<file path="src/rtl/posit_to_fp_pipe.sv">
// Posit(N, es) to IEEE-754 binary FP converter, three pipeline stages.
// S1 classifies the operand and takes its magnitude, S2 decodes the regime,
// exponent and fraction, and S3 rounds to nearest-even and saturates or flushes.
// A single enable stalls every stage together when the output is held.
module posit_to_fp_pipe #(
    parameter int N  = 32,
    parameter int E  = 8,
    parameter int es = 4,
    parameter int Bs = $clog2(N)
) (
    input  logic         clk,
    input  logic         rst,
    input  logic [N-1:0] in,
    input  logic         in_valid,
    output logic         in_ready,
    output logic [N-1:0] out,
    output logic         out_valid,
    input  logic         out_ready
);

    localparam int M    = N - E - 1;           // FP mantissa width
    localparam int FW   = N - 1 - es;          // fraction width after regime/exponent removal
    localparam int SW   = Bs + es + 2;         // signed scale width
    localparam int BIAS = (1 << (E - 1)) - 1;
    localparam int EMAX = (1 << E) - 1;

    localparam logic [N-1:0] NAR    = {1'b1, {(N-1){1'b0}}};
    localparam logic [N-1:0] QNAN   = {1'b0, {E{1'b1}}, 1'b1, {(M-1){1'b0}}};
    localparam logic [N-2:0] MAXMAG = {{(E-1){1'b1}}, 1'b0, {M{1'b1}}};

    logic en;

    assign en       = out_ready | ~out_valid;
    assign in_ready = en;

    // ---------------- S1: classify and absolute value ----------------
    logic         v1, s1, z1, n1;
    logic [N-2:0] mag1;

    // Capture sign, special flags and magnitude of the incoming posit.
    always_ff @(posedge clk or posedge rst) begin
        if (rst) begin
            v1   <= 1'b0;
            s1   <= 1'b0;
            z1   <= 1'b0;
            n1   <= 1'b0;
            mag1 <= '0;
        end else if (en) begin
            v1 <= in_valid;
            if (in_valid) begin
                s1   <= in[N-1];
                z1   <= (in == '0);
                n1   <= (in == NAR);
                // Low N-1 bits of the two's complement depend only on the low N-1 input bits.
                mag1 <= in[N-1] ? -in[N-2:0] : in[N-2:0];
            end
        end
    end

    // ---------------- S2: regime decode ----------------
    logic [N-2:0]  probe;
    logic [N-2:0]  scan;
    logic [Bs-1:0] run;
    logic          run_end;
    logic [Bs:0]   k;
    logic [Bs:0]   shamt;
    logic [N-2:0]  tail;
    logic [SW-1:0] sc;

    // Measure the regime run, derive k, and strip regime plus terminator.
    always_comb begin
        probe   = ~(mag1 ^ {(N-1){mag1[N-2]}});
        scan    = probe;
        run     = '0;
        run_end = 1'b0;
        for (int unsigned i = 0; i < N - 1; i++) begin
            if (!run_end && scan[N-2]) run = run + Bs'(1);
            else                       run_end = 1'b1;
            scan = scan << 1;
        end
        k     = mag1[N-2] ? ({1'b0, run} - (Bs+1)'(1)) : ((Bs+1)'(0) - {1'b0, run});
        shamt = {1'b0, run} + (Bs+1)'(1);
        tail  = mag1 << shamt;
        // k * 2^es + e is just k concatenated with the es exponent bits.
        sc    = {{(SW-Bs-1-es){k[Bs]}}, k, tail[N-2 -: es]};
    end

    logic          v2, s2, z2, n2;
    logic [SW-1:0] sc2;
    logic [FW-1:0] frac2;

    // Register decoded scale and MSB-aligned fraction.
    always_ff @(posedge clk or posedge rst) begin
        if (rst) begin
            v2    <= 1'b0;
            s2    <= 1'b0;
            z2    <= 1'b0;
            n2    <= 1'b0;
            sc2   <= '0;
            frac2 <= '0;
        end else if (en) begin
            v2 <= v1;
            if (v1) begin
                s2    <= s1;
                z2    <= z1;
                n2    <= n1;
                sc2   <= sc;
                frac2 <= tail[FW-1:0];
            end
        end
    end

    // ---------------- S3: round, saturate, assemble ----------------
    logic [M-1:0]       mant;
    logic               guard, sticky, rnd;
    logic [M:0]         mant_r;
    logic signed [SW:0] xb;
    logic [N-1:0]       result;

    // Round to nearest-even, rebias, then apply special/saturate/flush priority.
    always_comb begin
        mant   = frac2[FW-1 -: M];
        guard  = frac2[FW-1-M];
        sticky = |frac2[FW-2-M:0];
        rnd    = guard & (sticky | mant[0]);
        mant_r = {1'b0, mant} + {{M{1'b0}}, rnd};
        xb     = $signed({sc2[SW-1], sc2}) + $signed((SW+1)'(BIAS))
               + $signed({{SW{1'b0}}, mant_r[M]});
        if (n2)                                  result = QNAN;
        else if (z2)                             result = '0;
        else if (xb >= $signed((SW+1)'(EMAX)))   result = {s2, MAXMAG};
        else if (xb <= $signed((SW+1)'(0)))      result = {s2, {(N-1){1'b0}}};
        else                                     result = {s2, xb[E-1:0], mant_r[M-1:0]};
    end

    // Output register; holds value and valid while downstream stalls.
    always_ff @(posedge clk or posedge rst) begin
        if (rst) begin
            out_valid <= 1'b0;
            out       <= '0;
        end else if (en) begin
            out_valid <= v2;
            if (v2) out <= result;
        end
    end

endmodule

</file>
<file path="config.mk">
export PLATFORM = sky130hd
export DESIGN_NAME = posit_to_fp_pipe
export DESIGN_NICKNAME = d
export VERILOG_FILES = /design/src/rtl/posit_to_fp_pipe.sv
export SDC_FILE = /design/constraint.sdc
export NUM_CORES = 1
export LEC_CHECK = 0
export CAP_MARGIN = 40
export CORE_MARGIN = 2
export CORE_UTILIZATION = 63
export CTS_BUF_LIST = sky130_fd_sc_hd__clkbuf_2
export DETAILED_ROUTE_END_ITERATION = 6
export PLACE_DENSITY_LB_ADDON = 0.25
export REMOVE_ABC_BUFFERS = 1
export SLEW_MARGIN = 10
export SYNTH_ARGS = -nofsm -noshare
export SYNTH_HDL_FRONTEND = slang
export SYNTH_SLANG_ARGS = --single-unit
</file>
<file path="constraint.sdc">
create_clock -name clk -period 25.1 [get_ports clk]
set_input_delay 3.765 -clock clk [delete_from_list [all_inputs] [get_ports clk]]
set_output_delay 3.765 -clock clk [all_outputs]
set_load 0.01 [all_outputs]
</file>
==> results.sh, run 1 <==
export IMPL_setup_violations=0
export IMPL_slowest_stage="buf_4"
export IMPL_synthTopCellsByArea="dfrtp_1 25%, mux2i_1 9.5%, nand2_1 6.1%"
export IMPL_synth_compound_area_share_pct=23.1
export IMPL_syn2layout_area_growth_pct=7.89
export IMPL_start_util_pct=64.3
export IMPL_p_sw_share_pct=51.7
export IMPL_place_gp_congestion=0.962
export IMPL_core_area_um2=17300
export IMPL_status="finished, final reports clean"
export IMPL_synth_fa_ha_area_share_pct=3.76
export IMPL_seq_area_frac_synth_pct=24.5
export IMPL_synthMuxAreaShare_pct=11.2
export IMPL_async_flop_share_pct=100
export IMPL_ctsResizeCount=0
export IMPL_cts_sinks=109
export IMPL_yosysWarnings=0
export IMPL_place_ws_ps=4370
export IMPL_switching_power_w=0.000754
export IMPL_slew_headroom_pct=44.1
export IMPL_drtPass1Iterations=5
export IMPL_cts_inserted_buffers=9
export IMPL_clockBufferDepth=2
export IMPL_drt_iter0_markers=888
export IMPL_synth_flop_cell="dfrtp_1"
export IMPL_hold_viol_final=0
export IMPL_synth_top_family_by_area="compound AO/OA/AOI/OAI gates"
export IMPL_drc=0
export IMPL_leakage_nw=5.03
export IMPL_total_power_w=0.00146
export IMPL_grt_max_degree=73
export IMPL_fp_row_count=48
export IMPL_ant_nets=0
export IMPL_worst_slew_pin_slew_ps=836
export IMPL_grt_pass1_wl_um=46600
export IMPL_cts_root_buf="clkbuf_2"
export IMPL_grt_usage_pct=30.8
export IMPL_nets=1461
export IMPL_yosysTopAreaCell="dfrtp_1"
export IMPL_wl_per_cell_um=17.5
export IMPL_synth_edf_count=0
export IMPL_p_comb_share_pct=72.1
export IMPL_h_tree_depth=3
export IMPL_netlist_area_um2=11100
export IMPL_min_path_type="reg2reg"
export IMPL_p_per_area_nw_per_um2=122
export IMPL_syn_mean_instance_area_um2=8.03
export IMPL_die_w_um=137
export IMPL_critPathMostFrequentCell="ha_1"
export IMPL_ctsHoldBuffers=0
export IMPL_critPathArrivalTime_ps=21650
export IMPL_p_int_w=0.000703
export IMPL_worstPathRequired_ps=25640
export IMPL_antenna_found_initial=1
export IMPL_worstPathMaxFanout=72
export IMPL_path_class="reg2reg"
export IMPL_via_per_inst=6.42
export IMPL_die_h_um=137
export IMPL_drive_above_1_share_pct=6.36
export IMPL_yosys_area_share_simple_pct=20.9
export IMPL_skew_ps=54.0
export IMPL_via_count=10400
export IMPL_fmax_mhz=47.4
export IMPL_seqPwrFrac_pct=22.3
export IMPL_synth_seq_cells=109
export IMPL_slew_viol_final=0
export IMPL_endpoint_kind="register"
export IMPL_clock_latency_ps=660
export IMPL_drv_cap=0
export IMPL_startpoint_type="register"
export IMPL_fin_tns_setup_ps=0
export IMPL_cts_tree="done"
export IMPL_ioPinCount=70
export IMPL_final_util_pct=69.3
export IMPL_synth_cell_types=84
export IMPL_irDropWorstVdd_uv=68.0
export IMPL_synth_xor_xnor_area_share_pct=11.8
export IMPL_netlist_instances=1385
export IMPL_rsz0062_at_grt="false"
export IMPL_grt_pass1_vias=9526
export IMPL_yosysTopAreaCellShare_pct=24.5
export IMPL_hpwl_um=22300
export IMPL_cp_slowest_stage_delay_ps=680
export IMPL_p_clk_share_pct=5.5
export IMPL_drt_wl_total_um=28400
export IMPL_clk_pin_slew_ps=350
export IMPL_die_area_um2=18700
export IMPL_fin_crit_ps=21110
export IMPL_fin_ws_ps=3990
export IMPL_cts_setup_buffers=0
export IMPL_grt_ovfl_total=0
export IMPL_min_period_over_period_pct=84.1
export IMPL_io_buffers=69
==> synth_stat cells, types with 9 or more instances <==
| master | number |
|---|---|
| a22o_1 | 33 |
| mux2i_1 | 106 |
| nand4_1 | 9 |
| a21oi_1 | 59 |
| nand3_1 | 37 |
| o31ai_1 | 16 |
| and2_1 | 26 |
| nor2b_1 | 11 |
| a21o_1 | 10 |
| a211oi_1 | 17 |
| o22ai_1 | 18 |
| xnor2_1 | 63 |
| mux2_2 | 15 |
| or3_1 | 20 |
| and3_1 | 23 |
| xor2_1 | 63 |
| nand2_1 | 182 |
| or4_1 | 9 |
| nor3_1 | 39 |
| clkbuf_1 | 56 |
| buf_2 | 15 |
| o21ai_0 | 132 |
| nor2_1 | 75 |
| ha_1 | 31 |
| nand2b_1 | 9 |
| inv_1 | 39 |
| dfrtp_1 | 109 |
==> critical path: cells and delay by family, from the launching register on <==
family                   cells  cell delay (ps)
adder cells (fa/ha/maj)     26             7710
flip-flops                   1              540
AND/OR/NAND/NOR             17             1660
XOR/XNOR                     2              600
AO/OA/AOI/OAI               29             6240
buffers and inverters        3              840
multiplexers                14             3390
==> final timing paths <==
path	startpoint	cells after the start	to	slack, ps
max in group asynchronous	rst	3	frac2[23]	20430
worst max-delay path	mag1[30]	91	frac2[23]	3990
worst min register to register	out[25]	2	out[25]	520
min in group asynchronous	rst	2	mag1[30]	3530
worst min-delay path	out[25]	2	out[25]	520
worst max register to register	mag1[30]	91	frac2[23]	3990
==> cell type report <==
class	count	area, um^2
multi-input combinational	1151	7890
fill	1495	5300
sequential	109	2730
timing repair buffer	84	832
tap	225	282
inverter	39	149
clock inverter	7	61.3
clock buffer	9	45.0
antenna	1	2.50
==> sequential cells by signal, summed over array words and instances, names as in the netlist, 10 cells and up <==
register and count:
sc2 10, out 32, frac2 27, mag1 31
==> power groups by stage <==
stage | Sequential [W] | Clock (W) | Combinational [W]
after floorplan | 0.000324 | 0 | 0.000756
after global placement | 0.000325 | 0 | 0.00101
after detailed placement | 0.000329 | 0 | 0.00103
after CTS | 0.000325 | 0.0000812 | 0.00104
after global routing | 0.000338 | 0.0000889 | 0.00116
final | 0.000326 | 0.0000804 | 0.00105
==> layout by cell type (no fill, tap or decap), types with 15 or more instances in the layout <==
master	instances
ha_1	31
mux2i_1	106
o31ai_1	16
and2_1	26
xnor2_1	62
mux2_2	15
a22o_1	33
nand3_1	37
nand2_1	181
nor2_1	75
and3_1	23
a21oi_1	59
a211oi_1	17
clkdlybuf4s50_1	69
dfrtp_1	108
o22ai_1	18
xor2_1	62
or3_1	20
nor3_1	38
inv_1	38
o21ai_0	132
==> through the flow <==
step	cells	hold slack [ps]	cell area, um^2
after floorplan	1299	439	10700
after global placement	1602	462	11800
after detailed placement	1607	469	11900
after CTS	1623	527	12000
after global routing	1625	542	12000
final	1625	521	12000
==> per-layer routing <==
| metal | track usage, % | part of all wire [%] |
|---|---|---|
| met2 | 52.8 | 48 |
| met3 | 2.74 | 5.2 |
| met1 | 40.5 | 44 |
| met4 | 11.5 | 3.0 |
| met5 | 0 | 0 |
==> cells by family after synthesis <==
group | after synthesis
xor+xnor | 136
flops | 109
buf+inv | 125
mux | 122
fa+ha+maj | 34
compound gates | 381
simple gates | 478
No activity file was read; power rests on OpenSTA's default activity.
==> inputs of run 2 (changes only) <==
- CORE_UTILIZATION: 63 -> 57
- clock period: 25.1 -> 17.75 ns (I/O delays scaled with it)
==> run 2 against run 1 <==
Die area is 10% higher. Clock skew is 5.8 ps lower. Non-clock buffer count is 122 higher. Worst hold slack worse by 4.1 ps. Via count is 8.2% higher. Count of clock-buffer cells in the layout stayed put. Register-to-register slack worse by 4300 ps. Largest power group unchanged. Critical path type unchanged. Sequential share of layout area is 3.4 points lower. Flip-flop and latch count stayed put. The run now ends with negative setup slack left. Clock power is 48% higher.
==> results.sh, run 2 (synthesis gave the netlist of run 1 again) <==
export IMPL_drc=0
export IMPL_cp_slowest_stage_delay_ps=560
export IMPL_status="complete, but fails checks"
export IMPL_rrSetupSlack_ps=-310
export IMPL_grt_max_degree=53
export IMPL_ioPinCount=70
export IMPL_setup_violations=31
export IMPL_worst_slew_pin_slew_ps=885
export IMPL_clock_latency_ps=680
export IMPL_crit_path_start="mag1[27]"
export IMPL_fin_ws_ps=-312
export IMPL_critPathMostFrequentCell="ha_4"
export IMPL_top_regs="out (32), mag1 (31), frac2 (27)"
export IMPL_rsz0062_at_grt="true"
export IMPL_worstPathMaxFanout=8
export IMPL_fmax_mhz=55.4
export IMPL_min_period_over_period_pct=102
export IMPL_core_area_um2=19300
export IMPL_h_tree_depth=3
export IMPL_place_gp_congestion=0.918
export IMPL_violations="negative setup slack"
export IMPL_critPathArrivalTime_ps=18640
export IMPL_final_cell_mix="173 x nand2_1, 115 x o21ai_0, 114 x buf_4, 108 x dfrtp_1, 72 x nor2_1"
export IMPL_worstPathRequired_ps=18330
export IMPL_hold_slack_ps=517
export IMPL_total_power_w=0.00299
export IMPL_via_per_inst=6.31
export IMPL_drt_wl_total_um=33800
export IMPL_nets=1583
export IMPL_die_h_um=144
export IMPL_clockBufferDepth=2
export IMPL_endpoint_kind="register"
export IMPL_drv_cap=0
export IMPL_drive_above_1_share_pct=21.6
export IMPL_antenna_found_initial=1
export IMPL_path_class="reg2reg"
export IMPL_hpwl_um=22700
export IMPL_drtPass1Iterations=7
export IMPL_largest_reg_flops=32
export IMPL_grt_usage_pct=28.5
export IMPL_skew_ps=48.2
export IMPL_start_util_pct=57.7
export IMPL_clk_pin_slew_ps=360
export IMPL_min_path_type="reg2reg"
export IMPL_die_w_um=144
export IMPL_slew_headroom_pct=39.5
export IMPL_slew_viol_final=0
export IMPL_drt_iter0_markers=871
export IMPL_p_per_area_nw_per_um2=212
export IMPL_final_common_cell="nand2_1"
export IMPL_irDropWorstVdd_uv=93.4
export IMPL_via_count=11300
export IMPL_grt_pass1_wl_um=48300
export IMPL_die_area_um2=20600
export IMPL_grt_pass1_vias=9988
export IMPL_syn2layout_area_growth_pct=27.1
export IMPL_slowest_stage="or4_4"
export IMPL_cts_sinks=109
export IMPL_io_buffers=69
export IMPL_fin_crit_ps=18060
export IMPL_startpoint_type="register"
export IMPL_ant_nets=0
export IMPL_grt_ovfl_total=0
export IMPL_worstReg2RegStart="mag1[27]"
export IMPL_top_register="out"
export IMPL_ctsHoldBuffers=0
export IMPL_cts_root_buf="clkbuf_2"
export IMPL_hold_viol_final=0
export IMPL_wl_per_cell_um=18.9
export IMPL_cts_inserted_buffers=9
export IMPL_min_delay_start="out[22]"
export IMPL_cts_tree="done"
export IMPL_leakage_nw=5.73
export IMPL_fp_row_count=51
run 2: changes by cell type in the layout (fill, tap and decap cells not counted), sizes merged:
cell      delta
buf        +120
clkbuf       +2
clkinv       -2
clkinvlp     +2
run 2: layout make-up:
class | instances | area [um^2]
fill | 1444 | 5140
timing repair buffer | 206 | 1930
clock buffer | 9 | 45.0
sequential | 109 | 2730
tap | 265 | 332
antenna | 1 | 2.50
inverter | 39 | 149
clock inverter | 7 | 57.6
multi-input combinational | 1151 | 8890
run 2: path summary, 6_finish.rpt:
check,depth (start not counted),endpoint
worst max-delay path,91,frac2[18]
worst min-delay path,2,out[22]
worst max register to register,91,frac2[18]
worst min register to register,2,out[22]
max in group asynchronous,4,out[16]
min in group asynchronous,2,mag1[30]
run 2: worst max-delay path: cells and delay by family (launching register included):
kind	cells	cell delay [ps]
compound gates	26	4080
xor+xnor	2	390
fa+ha+maj	25	6670
buf+inv	4	590
flops	1	470
mux	13	3080
simple gates	21	2700
run 2: routing by layer:
| layer | GRT usage (%) | share of wire [%] | vias to the layer above |
|---|---|---|---|
| met3 | 2.47 | 5.2 | 120 |
| li1 | - | - | 5309 |
| met5 | 0 | 0 | - |
| met4 | 9.18 | 4.3 | 0 |
| met1 | 36.7 | 41 | 5380 |
| met2 | 50.5 | 49 | 473 |
run 2: power by group:
part	switching [W]	leakage, nW	internal (W)
combinational	0.00123	4.32	0.00118
sequential	0.000115	1.36	0.000344
clock	0.0000982	0.0556	0.0000204
total	0.00145	5.73	0.00155
run 2: through the flow:
| step | cells | worst slack [ps] | cell area (um^2) | TNS [ps] | utilization (%) |
|---|---|---|---|---|---|
| after CTS | 1746 | -20.4 | 12800 | -45.2 | 66.3 |
| final | 1787 | -312 | 14100 | -5430 | 73.3 |
| after global routing | 1787 | -1040 | 14100 | -29090 | 73.3 |
| after detailed placement | 1706 | -449 | 12400 | -10080 | 64.4 |
| after global placement | 1701 | 61.9 | 12300 | 0 | 64.0 |
| after floorplan | 1299 | -3020 | 10700 | -93030 | - |
run 2: repair_timing:
item                                    4_1_cts  5_1_grt
buffers inserted                             24       40
pin swaps                                    28       91
endpoints found under the setup margin       31       36
gates cloned                                  0        4
gates resized for setup                      19      187
